### src/rtl/aibcr3_str_drv.sv
// Strobe launcher: frames a burst of full strobe periods between a quiet
// preamble and a quiet postamble, and reports done / abort / dropped requests.
//
// Ports:
//   clk        launch clock, all state updates on its rising edge
//   reset_n    asynchronous active-low reset
//   str_en     block enable; low forces IDLE (abort if a burst is running)
//   req        burst request, sampled on the rising edge of clk
//   burst_len  number of full strobe periods, latched on acceptance
//   clr_err    clears req_drop on the next edge
//   str_out    registered strobe to the pad path
//   busy       high from acceptance until done or abort
//   done       one-cycle pulse on normal completion
//   abort      one-cycle pulse when str_en drops mid-burst
//   req_drop   sticky flag: a request arrived while busy
module aibcr3_str_drv #(
    parameter int CNT_W    = 8,
    parameter int PRE_CYC  = 2,
    parameter int POST_CYC = 2
) (
    input  logic             clk,
    input  logic             reset_n,
    input  logic             str_en,
    input  logic             req,
    input  logic [CNT_W-1:0] burst_len,
    input  logic             clr_err,
    output logic             str_out,
    output logic             busy,
    output logic             done,
    output logic             abort,
    output logic             req_drop
);

    typedef enum logic [1:0] {
        IDLE  = 2'd0,
        PRE   = 2'd1,
        BURST = 2'd2,
        POST  = 2'd3
    } state_t;

    localparam logic [3:0]     PRE_LD  = 4'(PRE_CYC - 1);
    localparam logic [3:0]     POST_LD = 4'(POST_CYC - 1);
    localparam logic [CNT_W:0] PH_ONE  = {{CNT_W{1'b0}}, 1'b1};

    state_t           state_q, state_d;
    logic [3:0]       cnt_q, cnt_d;
    // One bit wider than burst_len so 2*L-1 fits for the largest L.
    logic [CNT_W:0]   ph_q, ph_d;
    logic [CNT_W-1:0] len_q, len_d;
    logic             str_q, str_d;
    logic             busy_q, busy_d;
    logic             done_q, done_d;
    logic             abort_q, abort_d;
    logic             drop_q, drop_d;

    always_comb begin
        state_d = state_q;
        cnt_d   = cnt_q;
        ph_d    = ph_q;
        len_d   = len_q;
        str_d   = str_q;
        busy_d  = busy_q;
        done_d  = 1'b0;
        abort_d = 1'b0;

        // Set has priority over clear.
        drop_d = drop_q;
        if (clr_err) drop_d = 1'b0;
        if (req && state_q != IDLE) drop_d = 1'b1;

        unique case (state_q)
            IDLE: begin
                str_d  = 1'b0;
                busy_d = 1'b0;
                if (req && str_en) begin
                    if (burst_len == '0) begin
                        done_d = 1'b1;
                    end else begin
                        len_d   = burst_len;
                        cnt_d   = PRE_LD;
                        busy_d  = 1'b1;
                        state_d = PRE;
                    end
                end
            end
            PRE: begin
                if (cnt_q == 4'd0) begin
                    state_d = BURST;
                    str_d   = 1'b1;
                    // Remaining edges in BURST after the first high phase.
                    ph_d    = {len_q, 1'b0} - PH_ONE;
                end else begin
                    cnt_d = cnt_q - 4'd1;
                end
            end
            BURST: begin
                if (ph_q == '0) begin
                    state_d = POST;
                    str_d   = 1'b0;
                    cnt_d   = POST_LD;
                end else begin
                    ph_d  = ph_q - PH_ONE;
                    str_d = ~str_q;
                end
            end
            POST: begin
                if (cnt_q == 4'd0) begin
                    state_d = IDLE;
                    busy_d  = 1'b0;
                    done_d  = 1'b1;
                end else begin
                    cnt_d = cnt_q - 4'd1;
                end
            end
            default: begin
                state_d = IDLE;
            end
        endcase

        // Losing enable mid-burst overrides any completion in this cycle.
        if (state_q != IDLE && !str_en) begin
            state_d = IDLE;
            str_d   = 1'b0;
            busy_d  = 1'b0;
            done_d  = 1'b0;
            abort_d = 1'b1;
        end
    end

    always_ff @(posedge clk or negedge reset_n) begin
        if (!reset_n) begin
            state_q <= IDLE;
            cnt_q   <= '0;
            ph_q    <= '0;
            len_q   <= '0;
            str_q   <= 1'b0;
            busy_q  <= 1'b0;
            done_q  <= 1'b0;
            abort_q <= 1'b0;
            drop_q  <= 1'b0;
        end else begin
            state_q <= state_d;
            cnt_q   <= cnt_d;
            ph_q    <= ph_d;
            len_q   <= len_d;
            str_q   <= str_d;
            busy_q  <= busy_d;
            done_q  <= done_d;
            abort_q <= abort_d;
            drop_q  <= drop_d;
        end
    end

    assign str_out  = str_q;
    assign busy     = busy_q;
    assign done     = done_q;
    assign abort    = abort_q;
    assign req_drop = drop_q;

endmodule

### config.mk
export PLATFORM = sky130hd
export DESIGN_NAME = aibcr3_str_drv
export DESIGN_NICKNAME = d
export VERILOG_FILES = /design/src/rtl/aibcr3_str_drv.sv
export SDC_FILE = /design/constraint.sdc
export NUM_CORES = 1
export LEC_CHECK = 0
export CORE_AREA = 2 2 74 76
export DETAILED_ROUTE_END_ITERATION = 10
export DIE_AREA = 0 0 76 78
export SLEW_MARGIN = 20
export SYNTH_ARGS = -nofsm -noshare
export SYNTH_HDL_FRONTEND = slang
export SYNTH_SLANG_ARGS = --single-unit
### constraint.sdc
create_clock -name clk -period 3.1 [get_ports clk]
set_input_delay 0.62 -clock clk [delete_from_list [all_inputs] [get_ports clk]]
set_output_delay 0.62 -clock clk [all_outputs]
set_load 0.1 [all_outputs]
==> flow_metrics.env, run 1 <==
export IMPL_outcome="finished, final reports clean"
export IMPL_core_area_um2=5040
export IMPL_synth_top_area_share_pct=42.6
export IMPL_clkLatencyLatePin_ps=280
export IMPL_ir_worst_vdd_mv=0.458
export IMPL_tns_ps=0
export IMPL_cp_start_kind="flip-flop"
export IMPL_postRouteAntennaNets=0
export IMPL_finalHoldViolations=0
export IMPL_antenna_found_initial=0
export IMPL_holdBufCountCts=0
export IMPL_viasPerCell=4.94
export IMPL_layout_commonest_cell="dfrtp_1"
export IMPL_netlist_instances=171
export IMPL_ys_seq_elements=28
export IMPL_place_inst=258
export IMPL_final_cell_count_no_fill=262
export IMPL_hold_class="reg -> reg"
export IMPL_min_period_ps=2390
export IMPL_clkSinkCount=28
export IMPL_fillers=508
export IMPL_dr_total_vias=1294
export IMPL_drive_gt1_share_pct=15.6
export IMPL_syn2layout_area_growth_pct=19.0
export IMPL_finalCritPeriodShare_pct=77.2
export IMPL_rsz0062_at_grt="false"
export IMPL_cts_repair_resized=0
export IMPL_cts_max_level=1
export IMPL_synth_top_flop_cell="dfrtp_1"
export IMPL_finalSetupViolations=0
export IMPL_synth_distinct_cells=39
export IMPL_portBuffers=17
export IMPL_cap_violations=0
export IMPL_die_w_um=76
export IMPL_synthArstFlopShare_pct=100
export IMPL_relSlewSlack_pct=58.1
export IMPL_pwr_density_cell_nw_per_um2=1020
export IMPL_drc=0
export IMPL_path_max_fanout=17
export IMPL_cts_tree="done"
export IMPL_ios=18
export IMPL_clock_root_buffer="clkbuf_8"
export IMPL_dpl_cell_area_um2=1890
export IMPL_synth_largest_area_cell="dfrtp_1"
export IMPL_cts_made_buffers=3
export IMPL_mostFrequentLayoutCells="28 x dfrtp_1, 18 x nand2_1, 15 x nor2_1, 14 x o21ai_0"
export IMPL_dr_first_iter_drc_count=60
export IMPL_synth_nets=192
export IMPL_post_cts_buffers=0
export IMPL_synth_edf_count=0
export IMPL_n_antenna_cell=0
export IMPL_finalMaxSlewViolations=0
export IMPL_criticalPathCategory="reg -> reg"
export IMPL_fp_dieArea_um2=5930
export IMPL_drt_first_pass_iters=4
export IMPL_wl_um=3290
export IMPL_overflow=0
export IMPL_yosys_top_cells_area="dfrtp_1 43%, mux2_2 6.2%, ha_1 6.1%"
export IMPL_grt_usage_pct=12.2
export IMPL_dp_hpwl_um=2440
export IMPL_netlist_area_um2=1650
export IMPL_clkTransAtPathRegs_ps=100
export IMPL_yosysSeqAreaShare_pct=42.6
export IMPL_routedWlPerCell_um=12.5
export IMPL_die_y_um=78
export IMPL_synth_warnings=0
export IMPL_leakagePower_nw=0.827
export IMPL_critPathRequiredTime_ps=3270
export IMPL_grt_max_degree=29
export IMPL_fmax_mhz=418
export IMPL_total_power_mw=2.00
export IMPL_place_gp_congestion=0.753
export IMPL_grt_pass1_wl_um=5840
export IMPL_finalClockSkew_ps=9.99
export IMPL_clock_path_buffers=2
export IMPL_whs_ps=509
export IMPL_cp_end_kind="flip-flop"
export IMPL_synth_avg_cell_area_um2=9.63
export IMPL_start_util_pct=32.7
export IMPL_tightestPinTransition_ps=626
export IMPL_grt_pass1_vias=1267
export IMPL_worstPathArrival_ps=2570
export IMPL_final_cell_area_um2=1960
export IMPL_nets=214
export IMPL_placementRows=26
## report_power, final
part | switching (mW) | internal, mW | total (mW)
Clock | 0.122 | 0.173 | 0.295
Combinational | 0.600 | 0.415 | 1.01
Sequential | 0.164 | 0.530 | 0.693
## state kept, by name, indices dropped and copies added, names as in the netlist
| signal | count |
|---|---|
| ph_q | 9 |
| len_q | 8 |
| cnt_q | 4 |
| state_q | 2 |
| abort | 1 |
| busy | 1 |
| done | 1 |
| req_drop | 1 |
| str_out | 1 |
## logic make-up (layout without fill, tap and decap cells)
| kind of cell | after synthesis | count (layout) | share of synthesized area (%) |
|---|---|---|---|
| simple gates | 62 | 62 | 19.5 |
| compound gates | 42 | 42 | 17.5 |
| flops | 28 | 28 | 42.6 |
| buf+inv | 15 | 36 | 4.33 |
| mux | 11 | 11 | 7.37 |
| fa+ha+maj | 8 | 8 | 6.08 |
| xor+xnor | 5 | 5 | 2.66 |
## critical path, cell delays in order, from the launching register on
cell and delay, ps:
dfrtp_1 450, inv_1 80, ha_1 200, or4b_4 510
or4_1 500, o211a_2 240, o221a_2 300
## path summary, 6_finish.rpt
check	cells past startpoint	slack [ps]	endpoint	from
min in group asynchronous	2	700	len_q[5]	reset_n
worst min-delay path	1	510	ph_q[7]	ph_q[7]
worst max register to register	6	710	ph_q[8]	ph_q[0]
worst max-delay path	6	710	ph_q[8]	ph_q[0]
max in group asynchronous	2	2120	abort	reset_n
worst min register to register	1	510	ph_q[7]	ph_q[7]
## synthesized netlist by cell type, types with 4 or more instances
cell type,n
a21oi_1,10
a32o_1,4
dfrtp_1,28
ha_1,8
inv_1,12
mux2_2,9
nand2_1,18
nand3_1,5
nor2_1,15
nor3_1,4
o21ai_0,14
or4_1,4
## layer usage
| layer | share of wire (%) | routed length, µm | track usage (%) |
|---|---|---|---|
| met1 | 52 | 1720 | 17.0 |
| met2 | 43 | 1410 | 18.5 |
| met3 | 2.6 | 86 | 1.51 |
| met4 | 2.3 | 74 | 6.18 |
| met5 | 0 | 0 | 0 |
## stage by stage
stage | setup WS (ps) | util [%]
6_report | 707 | 38.9
5_1_grt | 588 | 38.9
4_1_cts | 689 | 38.9
3_5_place_dp | 489 | 37.4
3_3_place_gp | 507 | 37.4
2_1_floorplan | 913 | -
## cell type report
type / instances / area, µm² / share of cell area, %
sequential: 28 / 701 / 35.8
multi-input combinational: 128 / 875 / 44.6
tap: 70 / 87.6 / 4.47
inverter: 12 / 45.0 / 2.30
clock inverter: 1 / 30.0 / 1.53
timing repair buffer: 20 / 180 / 9.20
clock buffer: 3 / 41.3 / 2.11
(Power assumes the default switching activity.)
==> run 2: changes to the inputs <==
==> constraint.sdc (replaced) <==
create_clock -name clk -period 2.4 [get_ports clk]
set_input_delay 0.48 -clock clk [delete_from_list [all_inputs] [get_ports clk]]
set_output_delay 0.48 -clock clk [all_outputs]
set_load 0.1 [all_outputs]
==> run 2 against run 1 <==
  * Power grew 32%
  * Worst setup slack lost 560 ps
  * Cell count grew 3.4%
  * Worst hold slack lost 3.8 ps
  * Combinational power grew 36%
  * Highest routed layer unchanged
==> flow_metrics.env, run 2 (same netlist as run 1, synthesis figures left out) <==
export IMPL_cts_made_buffers=3
export IMPL_cp_start_kind="flip-flop"
export IMPL_syn2layout_area_growth_pct=23.1
export IMPL_final_cell_area_um2=2030
export IMPL_whs_ps=505
export IMPL_finalCritPeriodShare_pct=93.8
export IMPL_finalClockSkew_ps=4.42
export IMPL_die_y_um=78
export IMPL_worst_hold_path_endpoint="ph_q[7]"
export IMPL_drc=0
export IMPL_min_period_ps=2250
export IMPL_clkLatencyLatePin_ps=280
export IMPL_finalHoldViolations=0
export IMPL_n_antenna_cell=0
export IMPL_cp_depth=6
export IMPL_dr_total_vias=1332
export IMPL_finalSetupViolations=0
export IMPL_finalMaxSlewViolations=0
export IMPL_tightestPinTransition_ps=605
export IMPL_hold_depth=1
export IMPL_setup_ws_ps=148
export IMPL_mostFrequentLayoutCells="28 x dfrtp_1, 18 x nand2_1, 17 x buf_4, 15 x nor2_1, 14 x o21ai_0"
export IMPL_placementRows=26
export IMPL_largest_register="ph_q"
export IMPL_grt_max_degree=29
export IMPL_multi_input_area_um2=875
export IMPL_final_cell_count_no_fill=271
export IMPL_criticalPathCategory="reg -> reg"
export IMPL_tns_ps=0
export IMPL_r2r_start="ph_q[1]"
export IMPL_dpl_cell_area_um2=1960
export IMPL_slowest_stage="or4b_4"
export IMPL_crit_buf_inv=1
export IMPL_clock_path_buffers=2
export IMPL_portBuffers=17
export IMPL_ir_worst_vdd_mv=0.588
export IMPL_crit_path_cell_trace="inv_1 -> ha_1 -> or4b_4 -> or4_1 -> o211a_2 -> o221a_2"
export IMPL_rsz0062_at_grt="false"
export IMPL_crit_family="simple AND/OR/NAND/NOR gates"
export IMPL_ios=18
export IMPL_die_w_um=76
export IMPL_register_area_um2=701
export IMPL_routedWlPerCell_um=12.4
export IMPL_dp_hpwl_um=2550
export IMPL_critPathRequiredTime_ps=2580
export IMPL_clock_root_buffer="clkbuf_8"
export IMPL_rrSetupSlack_ps=150
export IMPL_place_gp_congestion=0.781
export IMPL_drive_gt1_share_pct=19.4
export IMPL_cts_repair_resized=0
export IMPL_relSlewSlack_pct=59.5
export IMPL_largest_reg_flops=9
export IMPL_layout_commonest_cell="dfrtp_1"
export IMPL_fillers=490
export IMPL_post_route_util_pct=40.2
export IMPL_largest_registers="ph_q (9), len_q (8), cnt_q (4)"
export IMPL_clkSinkCount=28
export IMPL_dpl_worst_slack_ps=-32.1
export IMPL_drt_first_pass_iters=4
export IMPL_antenna_found_initial=0
export IMPL_place_inst=267
export IMPL_rr_worst_depth=6
export IMPL_fmax_mhz=444
export IMPL_wl_um=3350
export IMPL_pwr_density_cell_nw_per_um2=1310
export IMPL_leakagePower_nw=0.870
export IMPL_postRouteAntennaNets=0
export IMPL_met1_usage_pct=17.2
export IMPL_total_power_mw=2.65
export IMPL_holdBufCountCts=0
export IMPL_grt_pass1_wl_um=5890
export IMPL_hold_class="reg -> reg"
export IMPL_cap_violations=0
export IMPL_use_met2_pct=19.1
export IMPL_gr_usage_met3_pct=1.16
export IMPL_cp_end_kind="flip-flop"
export IMPL_dr_first_iter_drc_count=80
export IMPL_overflow=0
export IMPL_core_area_um2=5040
export IMPL_grt_usage_pct=12.2
export IMPL_worstPathArrival_ps=2430
export IMPL_post_cts_buffers=0
export IMPL_cts_tree="done"
export IMPL_fp_dieArea_um2=5930
export IMPL_nets=223
export IMPL_grt_busiest_layer="met2"
export IMPL_r2r_end="ph_q[8]"
export IMPL_outcome="finished, final reports clean"
export IMPL_start_util_pct=32.7
export IMPL_cts_max_level=1
export IMPL_worstHoldStart="ph_q[7]"
export IMPL_critPathMaxStageDelay_ps=480
export IMPL_path_max_fanout=17
export IMPL_viasPerCell=4.92
export IMPL_grt_pass1_vias=1276
export IMPL_clkTransAtPathRegs_ps=100
[run 2: cell count changes in the layout (fill, tap and decap cells not counted)]
cell,before,now
buf_4,8,17
[run 2: final cells by class]
class                   instances  area share, %
inverters                      12           2.22
flip-flops and latches         28           34.6
well taps                      70           4.32
multi-input cells             128           43.1
clock buffers                   3           2.04
clock inverters                 1           1.48
repair buffers                 29           12.2
[run 2: routing by layer]
metal,vias up,wire length [µm]
met1,627,1690
met4,0,78
met5,-,0
met3,6,64
li1,678,-
met2,21,1520
[run 2: worst max-delay path by stage]
stage | slack (ps) | endpoint | startpoint
after global placement | -20 | len_q[0] | burst_len[1]
after CTS | 140 | ph_q[8] | ph_q[1]
after detailed placement | -30 | len_q[6] | burst_len[1]
after floorplan | 210 | ph_q[2] | ph_q[0]
final | 150 | ph_q[8] | ph_q[1]
after global routing | 30 | ph_q[8] | ph_q[1]
[run 2: power breakdown]
part           switching (mW)  leakage, nW  internal (mW)
clock                   0.157       0.0357          0.224
combinational           0.791        0.495          0.581
sequential              0.209        0.339          0.684
total                    1.16        0.870           1.49
==> run 3: changes to the inputs <==
==> constraint.sdc (replaced) <==
create_clock -name clk -period 2.7 [get_ports clk]
set_input_delay 0.54 -clock clk [delete_from_list [all_inputs] [get_ports clk]]
set_output_delay 0.54 -clock clk [all_outputs]
set_load 0.1 [all_outputs]
==> run 3 against run 2 <==
  * Combinational power decreased by 15%
  * Worst setup slack improved by 170 ps
  * Sequential share of layout area is 1.2 points higher
  * Via count down 3.8%
  * Worst hold slack improved by 2.8 ps
  * Routed wire length down 3.9%
  * Non-clock buffer count fell by 9
  * Clock skew up 4.0 ps
  * Count of clock-buffer cells in the layout unchanged
  * Core utilization shrank 1.3 points
  * Die area did not move
  * Clock power decreased by 10%
==> flow_metrics.env, run 3 (same netlist as run 1, synthesis figures left out) <==
export IMPL_postRouteAntennaNets=0
export IMPL_outcome="finished, final reports clean"
export IMPL_rsz0062_at_grt="false"
export IMPL_drc=0
export IMPL_crit_path_cell_trace="inv_1 -> ha_1 -> or4b_4 -> or4_1 -> o211a_2 -> a21oi_1 -> o221a_2"
export IMPL_clkLatencyLatePin_ps=280
export IMPL_fmax_mhz=421
export IMPL_finalCritPeriodShare_pct=88.1
export IMPL_relSlewSlack_pct=58.4
export IMPL_worstPathArrival_ps=2600
export IMPL_core_area_um2=5040
export IMPL_viasPerCell=4.89
export IMPL_nets=214
export IMPL_hold_class="reg -> reg"
export IMPL_criticalPathCategory="reg -> reg"
export IMPL_clock_root_buffer="clkbuf_8"
export IMPL_clock_path_buffers=2
export IMPL_start_util_pct=32.7
export IMPL_overflow=0
export IMPL_cts_tree="done"
export IMPL_leakagePower_nw=0.827
export IMPL_ios=18
export IMPL_setup_ws_ps=322
export IMPL_routedWlPerCell_um=12.3
export IMPL_finalClockSkew_ps=8.41
export IMPL_wl_um=3220
export IMPL_finalHoldViolations=0
export IMPL_dp_hpwl_um=2390
export IMPL_drt_first_pass_iters=4
export IMPL_r2r_start="ph_q[0]"
export IMPL_antenna_found_initial=0
export IMPL_r2r_end="ph_q[8]"
export IMPL_critPathRequiredTime_ps=2920
export IMPL_largest_registers="ph_q (9), len_q (8), cnt_q (4)"
export IMPL_finalMaxSlewViolations=0
export IMPL_post_cts_buffers=0
export IMPL_fp_dieArea_um2=5930
export IMPL_rrSetupSlack_ps=320
export IMPL_min_period_ps=2380
export IMPL_holdBufCountCts=0
export IMPL_worst_hold_path_endpoint="ph_q[7]"
export IMPL_grt_max_degree=29
export IMPL_path_max_fanout=17
export IMPL_tns_ps=0
export IMPL_post_route_util_pct=38.9
export IMPL_whs_ps=508
export IMPL_dr_total_vias=1282
export IMPL_clkTransAtPathRegs_ps=110
export IMPL_hold_depth=1
export IMPL_grt_pass1_vias=1248
export IMPL_clkSinkCount=28
export IMPL_cts_repair_resized=0
export IMPL_layout_commonest_cell="dfrtp_1"
export IMPL_place_gp_congestion=0.770
export IMPL_placementRows=26
export IMPL_cap_violations=0
export IMPL_portBuffers=17
export IMPL_dr_first_iter_drc_count=76
export IMPL_n_antenna_cell=0
export IMPL_cp_end_kind="flip-flop"
export IMPL_pwr_density_cell_nw_per_um2=1170
export IMPL_ir_worst_vdd_mv=0.423
export IMPL_die_y_um=78
export IMPL_drive_gt1_share_pct=15.6
export IMPL_die_w_um=76
export IMPL_largest_register="ph_q"
export IMPL_mostFrequentLayoutCells="28 x dfrtp_1, 18 x nand2_1, 15 x nor2_1, 14 x o21ai_0"
export IMPL_dpl_worst_slack_ps=171
export IMPL_grt_usage_pct=11.6
export IMPL_finalSetupViolations=0
export IMPL_syn2layout_area_growth_pct=19.0
export IMPL_worstHoldStart="ph_q[7]"
export IMPL_critPathMaxStageDelay_ps=510
export IMPL_grt_pass1_wl_um=5760
export IMPL_tightestPinTransition_ps=621
export IMPL_rr_worst_depth=7
export IMPL_slowest_stage="or4b_4"
export IMPL_cts_max_level=1
export IMPL_cts_made_buffers=3
export IMPL_largest_reg_flops=9
export IMPL_cp_start_kind="flip-flop"
==> run 3: cell types whose count changed in the layout (fill, tap and decap cells not counted) <==
cell and delta:
buf_4 -9
==> run 3: routing by layer <==
layer,up-vias,GRT usage (%),share of wire (%)
li1,656,-,-
met1,605,16.9,52
met2,19,18.0,44
met3,2,1.51,2.4
met4,0,3.82,1.2
met5,-,0,0
==> run 3: worst max path at each step <==
stage | startpoint | endpoint | slack, ps | cells past startpoint
6_report | ph_q[0] | ph_q[8] | 320 | 7
5_1_grt | ph_q[0] | ph_q[8] | 200 | 7
4_1_cts | ph_q[0] | ph_q[8] | 320 | 6
3_5_place_dp | burst_len[1] | cnt_q[1] | 170 | 6
3_3_place_gp | burst_len[1] | cnt_q[1] | 190 | 6
2_1_floorplan | ph_q[0] | ph_q[2] | 510 | 7
==> run 3: critical path: cells and delay by family, from the launching register on <==
family | cells | cell delay, ps
AND/OR/NAND/NOR | 2 | 990
adder cells (fa/ha/maj) | 1 | 200
buffers and inverters | 1 | 80
flip-flops | 1 | 450
AO/OA/AOI/OAI | 3 | 600
==> run 3: where the power goes <==
group / switching (mW) / leakage [nW] / internal, mW / total, mW
clock: 0.142 / 0.0357 / 0.199 / 0.341
sequential: 0.183 / 0.339 / 0.608 / 0.791
combinational: 0.687 / 0.452 / 0.476 / 1.16
total: 1.01 / 0.827 / 1.28 / 2.30
==> run 3: layout make-up <==
cell class / instances / area [µm²]
Sequential cell: 28 / 701
Clock buffer: 3 / 41.3
Clock inverter: 1 / 30.0
Inverter: 12 / 45.0
Tap cell: 70 / 87.6
Fill cell: 490 / 3080
Multi-Input combinational cell: 128 / 875
Timing Repair Buffer: 20 / 180
==> run 3: metrics by stage <==
step | std cells | instance area (µm²) | power, mW
finish | 262 | 1960 | 2.30
global route | 262 | 1960 | 2.50
CTS | 262 | 1960 | 2.31
detailed placement | 258 | 1890 | 1.97
global placement | 258 | 1890 | 1.94
floorplan | 171 | 1650 | 1.72
==> edit 1: new RTL, settings of run 1 <==
`CNT_W`: 8 -> 10.
--- a/src/rtl/aibcr3_str_drv.sv
+++ b/src/rtl/aibcr3_str_drv.sv
@@ -14,7 +14,7 @@
 //   abort      one-cycle pulse when str_en drops mid-burst
 //   req_drop   sticky flag: a request arrived while busy
 module aibcr3_str_drv #(
-    parameter int CNT_W    = 8,
+    parameter int CNT_W    = 10,
     parameter int PRE_CYC  = 2,
     parameter int POST_CYC = 2
 ) (
Interface: changed (resized burst_len); port bits go from 18 to 20. No check against the original RTL was run, so the function may have changed too.
==> edit 1 against run 1 <==
  * Via count is 24% higher
  * Die area unchanged
  * Design area up 16%
  * Critical path depth rose by 2
  * Power grew 13%
  * Sequential power up 14%
  * Combinational power up 18%
  * Synthesized area grew 17%
  * Worst setup slack worse by 0.054 ns
  * Sequential cell count up 4
  * Routed wire length increased by 25%
  * Critical endpoint is now ph_q[5]$_DFFE_PN0P_
  * Largest power group unchanged
==> edit 1: results (changes against run 1) <==
status:
  status: "completed"
worst_setup_path:
  startpoint: "cnt_q[0]$_DFFE_PN0P_"
  crit_fanout: 7  # -10
  critical-path-slowest-cell: "nor3b_1"
  r2r-end: "ph_q[5]$_DFFE_PN0P_"
  cp_slowest_stage_delay_ns: 0.41  # -0.10 ns
  timing.rr.start: "cnt_q[0]$_DFFE_PN0P_"
  arrival_ns: 2.62  # +0.05 ns
finish:
  nets: 260  # +21%
  final_layout_size_suffix_gt1_frac: 0.124  # -0.0323
  stdcell_count: 304  # +16%
synth:
  synthTopCellsByCount: "32 x dfrtp_1, 22 x o21ai_0, 20 x nor2_1, 18 x nand2_1, 12 x inv_1"
  yosysUniqueCellTypes: 45  # +15%
  avgSynthCellArea_um2: 9.15  # -5.0%
  synth_seq_area_share: 0.417  # -0.00887
  syn_nets: 234  # +22%
placement:
  dp_cells: 299  # +16%
  hpwl_mm: 3.06  # +26%
  place_ws_ns: 0.527  # +0.0379 ns
  gp_congestion: 0.754  # about the same
  numPortBuffers: 19  # +2
grt:
  use_met3: 0.0360  # +0.0209
  met2_usage: 0.238  # +0.0527
  track_usage: 0.152  # +0.0300
  grt_pass1_vias: 1514  # +19%
power:
  sw_frac_of_total: 0.465  # +0.0225
hold_path:
  min_to: "ph_q[10]$_DFFE_PN0P_"
drt:
  drtIter0Drc: 166  # +180%
  routed_wl_mm: 4.12  # +25%
  vias: 1606  # +24%
cts:
  clk_pin_slew_ns: 0.06  # -0.04 ns
-- edit 1: how the worst max path moves through the flow --
stage | to | cells past startpoint | slack (ns)
floorplan | ph_q[2]$_DFFE_PN0P_ | 7 | 1.07
global placement | cnt_q[0]$_DFFE_PN0P_ | 6 | 0.54
detailed placement | cnt_q[0]$_DFFE_PN0P_ | 6 | 0.53
CTS | ph_q[5]$_DFFE_PN0P_ | 8 | 0.63
global route | ph_q[5]$_DFFE_PN0P_ | 8 | 0.35
finish | ph_q[5]$_DFFE_PN0P_ | 8 | 0.65
-- edit 1: area by class of cell --
type / instances / area, um2
inverters: 12 / 45.0
well taps: 70 / 87.6
fillers: 502 / 2780
repair buffers: 23 / 208
multi-input cells: 162 / 1050
flip-flops and latches: 32 / 801
clock buffers: 5 / 68.8
-- edit 1: power by group through the flow --
stage / logic (mW) / registers, mW / clock network (mW)
3_5_place_dp: 1.18 / 0.802 / 0
4_1_cts: 1.19 / 0.795 / 0.301
2_1_floorplan: 0.775 / 0.907 / 0
6_report: 1.19 / 0.793 / 0.287
5_1_grt: 1.31 / 0.835 / 0.321
3_3_place_gp: 1.18 / 0.797 / 0
-- edit 1: per-layer routing --
metal / part of all wire / vias to the layer above
li1: - / 807
met1: 0.48 / 761
met2: 0.47 / 31
met3: 0.039 / 7
met4: 0.012 / 0
met5: 0 / -
-- edit 1: cells by family after synthesis --
family	after synthesis	share of synthesized area
AOI/OAI and AO/OA	58	0.191
xor gates and xnor gates	8	0.0365
adders and majority gates	9	0.0586
buffers and inverters	16	0.0352
DFF	32	0.417
muxes	10	0.0573
and+or+nand+nor	77	0.204
-- edit 1: per-stage QoR --
stage	power, mW	area, um2
5_1_grt	2.47	2260
4_1_cts	2.28	2260
6_report	2.27	2260
3_3_place_gp	1.97	2190
2_1_floorplan	1.68	1920
3_5_place_dp	1.98	2190
-- edit 1: critical path, delay by kind of cell, from the launching register on --
family / cells / cell delay (ns)
adders and majority gates: 1 / 0.21
DFF: 1 / 0.37
and+or+nand+nor: 1 / 0.41
muxes: 1 / 0.31
buffers and inverters: 2 / 0.33
AOI/OAI and AO/OA: 3 / 0.72
==> edit 2: new RTL, flow settings as in run 1 <==
Without the edit above. Take the reset off `ph_q` and load it in a clocked block of its own.
--- a/src/rtl/aibcr3_str_drv.sv
+++ b/src/rtl/aibcr3_str_drv.sv
@@ -131,7 +131,6 @@
         if (!reset_n) begin
             state_q <= IDLE;
             cnt_q   <= '0;
-            ph_q    <= '0;
             len_q   <= '0;
             str_q   <= 1'b0;
             busy_q  <= 1'b0;
@@ -141,7 +140,6 @@
         end else begin
             state_q <= state_d;
             cnt_q   <= cnt_d;
-            ph_q    <= ph_d;
             len_q   <= len_d;
             str_q   <= str_d;
             busy_q  <= busy_d;
@@ -149,6 +147,10 @@
             abort_q <= abort_d;
             drop_q  <= drop_d;
         end
+    end
+
+    always_ff @(posedge clk) begin
+        ph_q <= ph_d;
     end
 
     assign str_out  = str_q;
Check against the original RTL: same outputs for any inputs over 10 cycles, from zero or initial values and one cycle with reset_n low; that may be too few to reach the edited logic, so the function may still have changed.
==> edit 2 against run 1 <==
  * Design area is 0.64% higher
  * Synthesized cell count decreased by 12%
  * Critical path depth rose by 2
  * Worst setup slack better by 0.11 ns
  * Power grew 0.72%
  * Synthesized area up 0.38%
  * Routed wire length is 4.9% lower
  * Sequential share of layout area up 2.1 points
  * Highest routed layer unchanged
  * Die area unchanged
  * Sequential cell count is the same
  * Cell count fell by 8.0%
  * Critical endpoint is now ph_q[8]$_DFFE_PP_
==> edit 2: results (changes against run 1) <==
status:
  status: "completed"
worst_setup_path:
  reg2reg_slack_ns: 0.82  # +0.11 ns
  crit_fanout: 11  # -6
  timing.rr.start: "state_q[0]$_DFFE_PN0P_"
  reg2reg_depth: 8  # +2
  r2r-end: "ph_q[8]$_DFFE_PP_"
power:
  ir_drop_mv: 0.519  # +13%
  power_leakage_nw: 0.813  # -1.7%
timing:
  clock-skew-final_ns: 0.0103  # +0.000358 ns
  whs_ns: 0.514  # +0.00503 ns
synth:
  synthTopCellsByCount: "19 x dfrtp_1, 14 x inv_1, 9 x edfxtp_1, 9 x nand2_1, 9 x nor2_1"
  synth-async-reset-ratio: 0.679  # -0.321
  yosysUniqueCellTypes: 43  # +10%
  syn_nets: 172  # -10%
  synth_edf_count: 9  # +9
  synth_seq_area_share: 0.451  # +0.0256
hold_path:
  min_to: "req_drop$_DFFE_PN0P_"
  worstHoldStart: "req_drop$_DFFE_PN0P_"
drt:
  drtIter0Drc: 28  # -53%
  via_per_inst: 4.86  # -1.5%
finish:
  nets: 193  # -9.8%
grt:
  track_usage: 0.111  # -0.0101
  grt_pass1_wl_mm: 5.41  # -7.3%
  grt_pass1_vias: 1108  # -13%
  grt_start_max_net_pins: 20  # -31%
placement:
  place_ws_ns: 0.587  # +0.0981 ns
  place_area_mm2: 0.00190  # +0.66%
edit 2: changes by cell type in the layout (fill, tap and decap cells not counted), moves of 6 or more:
cell,delta
dfrtp_1,-9
mux2_2,-9
nor2_1,-6
o21ai_0,-11
nand2_1,-9
edfxtp_1,+9
mux2_4,+8
edit 2: worst max path at each step:
stage                            from                    end  slack [ns]  cells past startpoint
2_1_floorplan  state_q[0]$_DFFE_PN0P_  ph_q[0]$_SDFFCE_PN1P_        0.70                      8
3_5_place_dp             burst_len[1]   len_q[6]$_DFFE_PN0P_        0.59                      5
4_1_cts        state_q[0]$_DFFE_PN0P_      ph_q[8]$_DFFE_PP_        0.82                      8
3_3_place_gp             burst_len[5]   len_q[2]$_DFFE_PN0P_        0.61                      5
5_1_grt        state_q[0]$_DFFE_PN0P_      ph_q[8]$_DFFE_PP_        0.62                      8
6_report       state_q[0]$_DFFE_PN0P_      ph_q[8]$_DFFE_PP_        0.82                      8
edit 2: cell type report:
| cell class | count | area, um2 | share of cell area |
|---|---|---|---|
| multi-input cells | 105 | 838 | 0.425 |
| flip-flops and latches | 28 | 746 | 0.378 |
| repair buffers | 19 | 173 | 0.0876 |
| well taps | 70 | 87.6 | 0.0444 |
| inverters | 15 | 56.3 | 0.0286 |
| clock buffers | 3 | 41.3 | 0.0209 |
| clock inverters | 1 | 30.0 | 0.0152 |
edit 2: per-layer routing:
layer / part of all wire / GRT usage / vias up
li1: - / - / 591
met1: 0.52 / 0.165 / 553
met2: 0.44 / 0.167 / 23
met3: 0.026 / 0.0116 / 5
met4: 0.017 / 0.0436 / 0
met5: 0 / 0 / -
edit 2: cell families after synthesis:
kind of cell | synth area share
fa+ha+maj | 0.0606
compound gates | 0.137
buf+inv | 0.0416
flops | 0.451
mux | 0.0969
simple gates | 0.149
xor+xnor | 0.0636
edit 2: worst max-delay path, cell delays in order (launching register included):
cell and delay, ns:
dfrtp_1 0.43, inv_1 0.12, ha_1 0.33, clkinv_1 0.34, a21oi_1 0.21, buf_4 0.20, a21oi_1 0.05, a21oi_1 0.12
buf_4 0.19
edit 2: power groups by stage:
stage	Clock (mW)	Sequential, mW	Combinational (mW)
5_1_grt	0.312	0.782	1.08
2_1_floorplan	0	0.874	0.628
4_1_cts	0.300	0.753	0.982
6_report	0.289	0.754	0.975
3_3_place_gp	0	0.760	0.976
3_5_place_dp	0	0.762	0.975
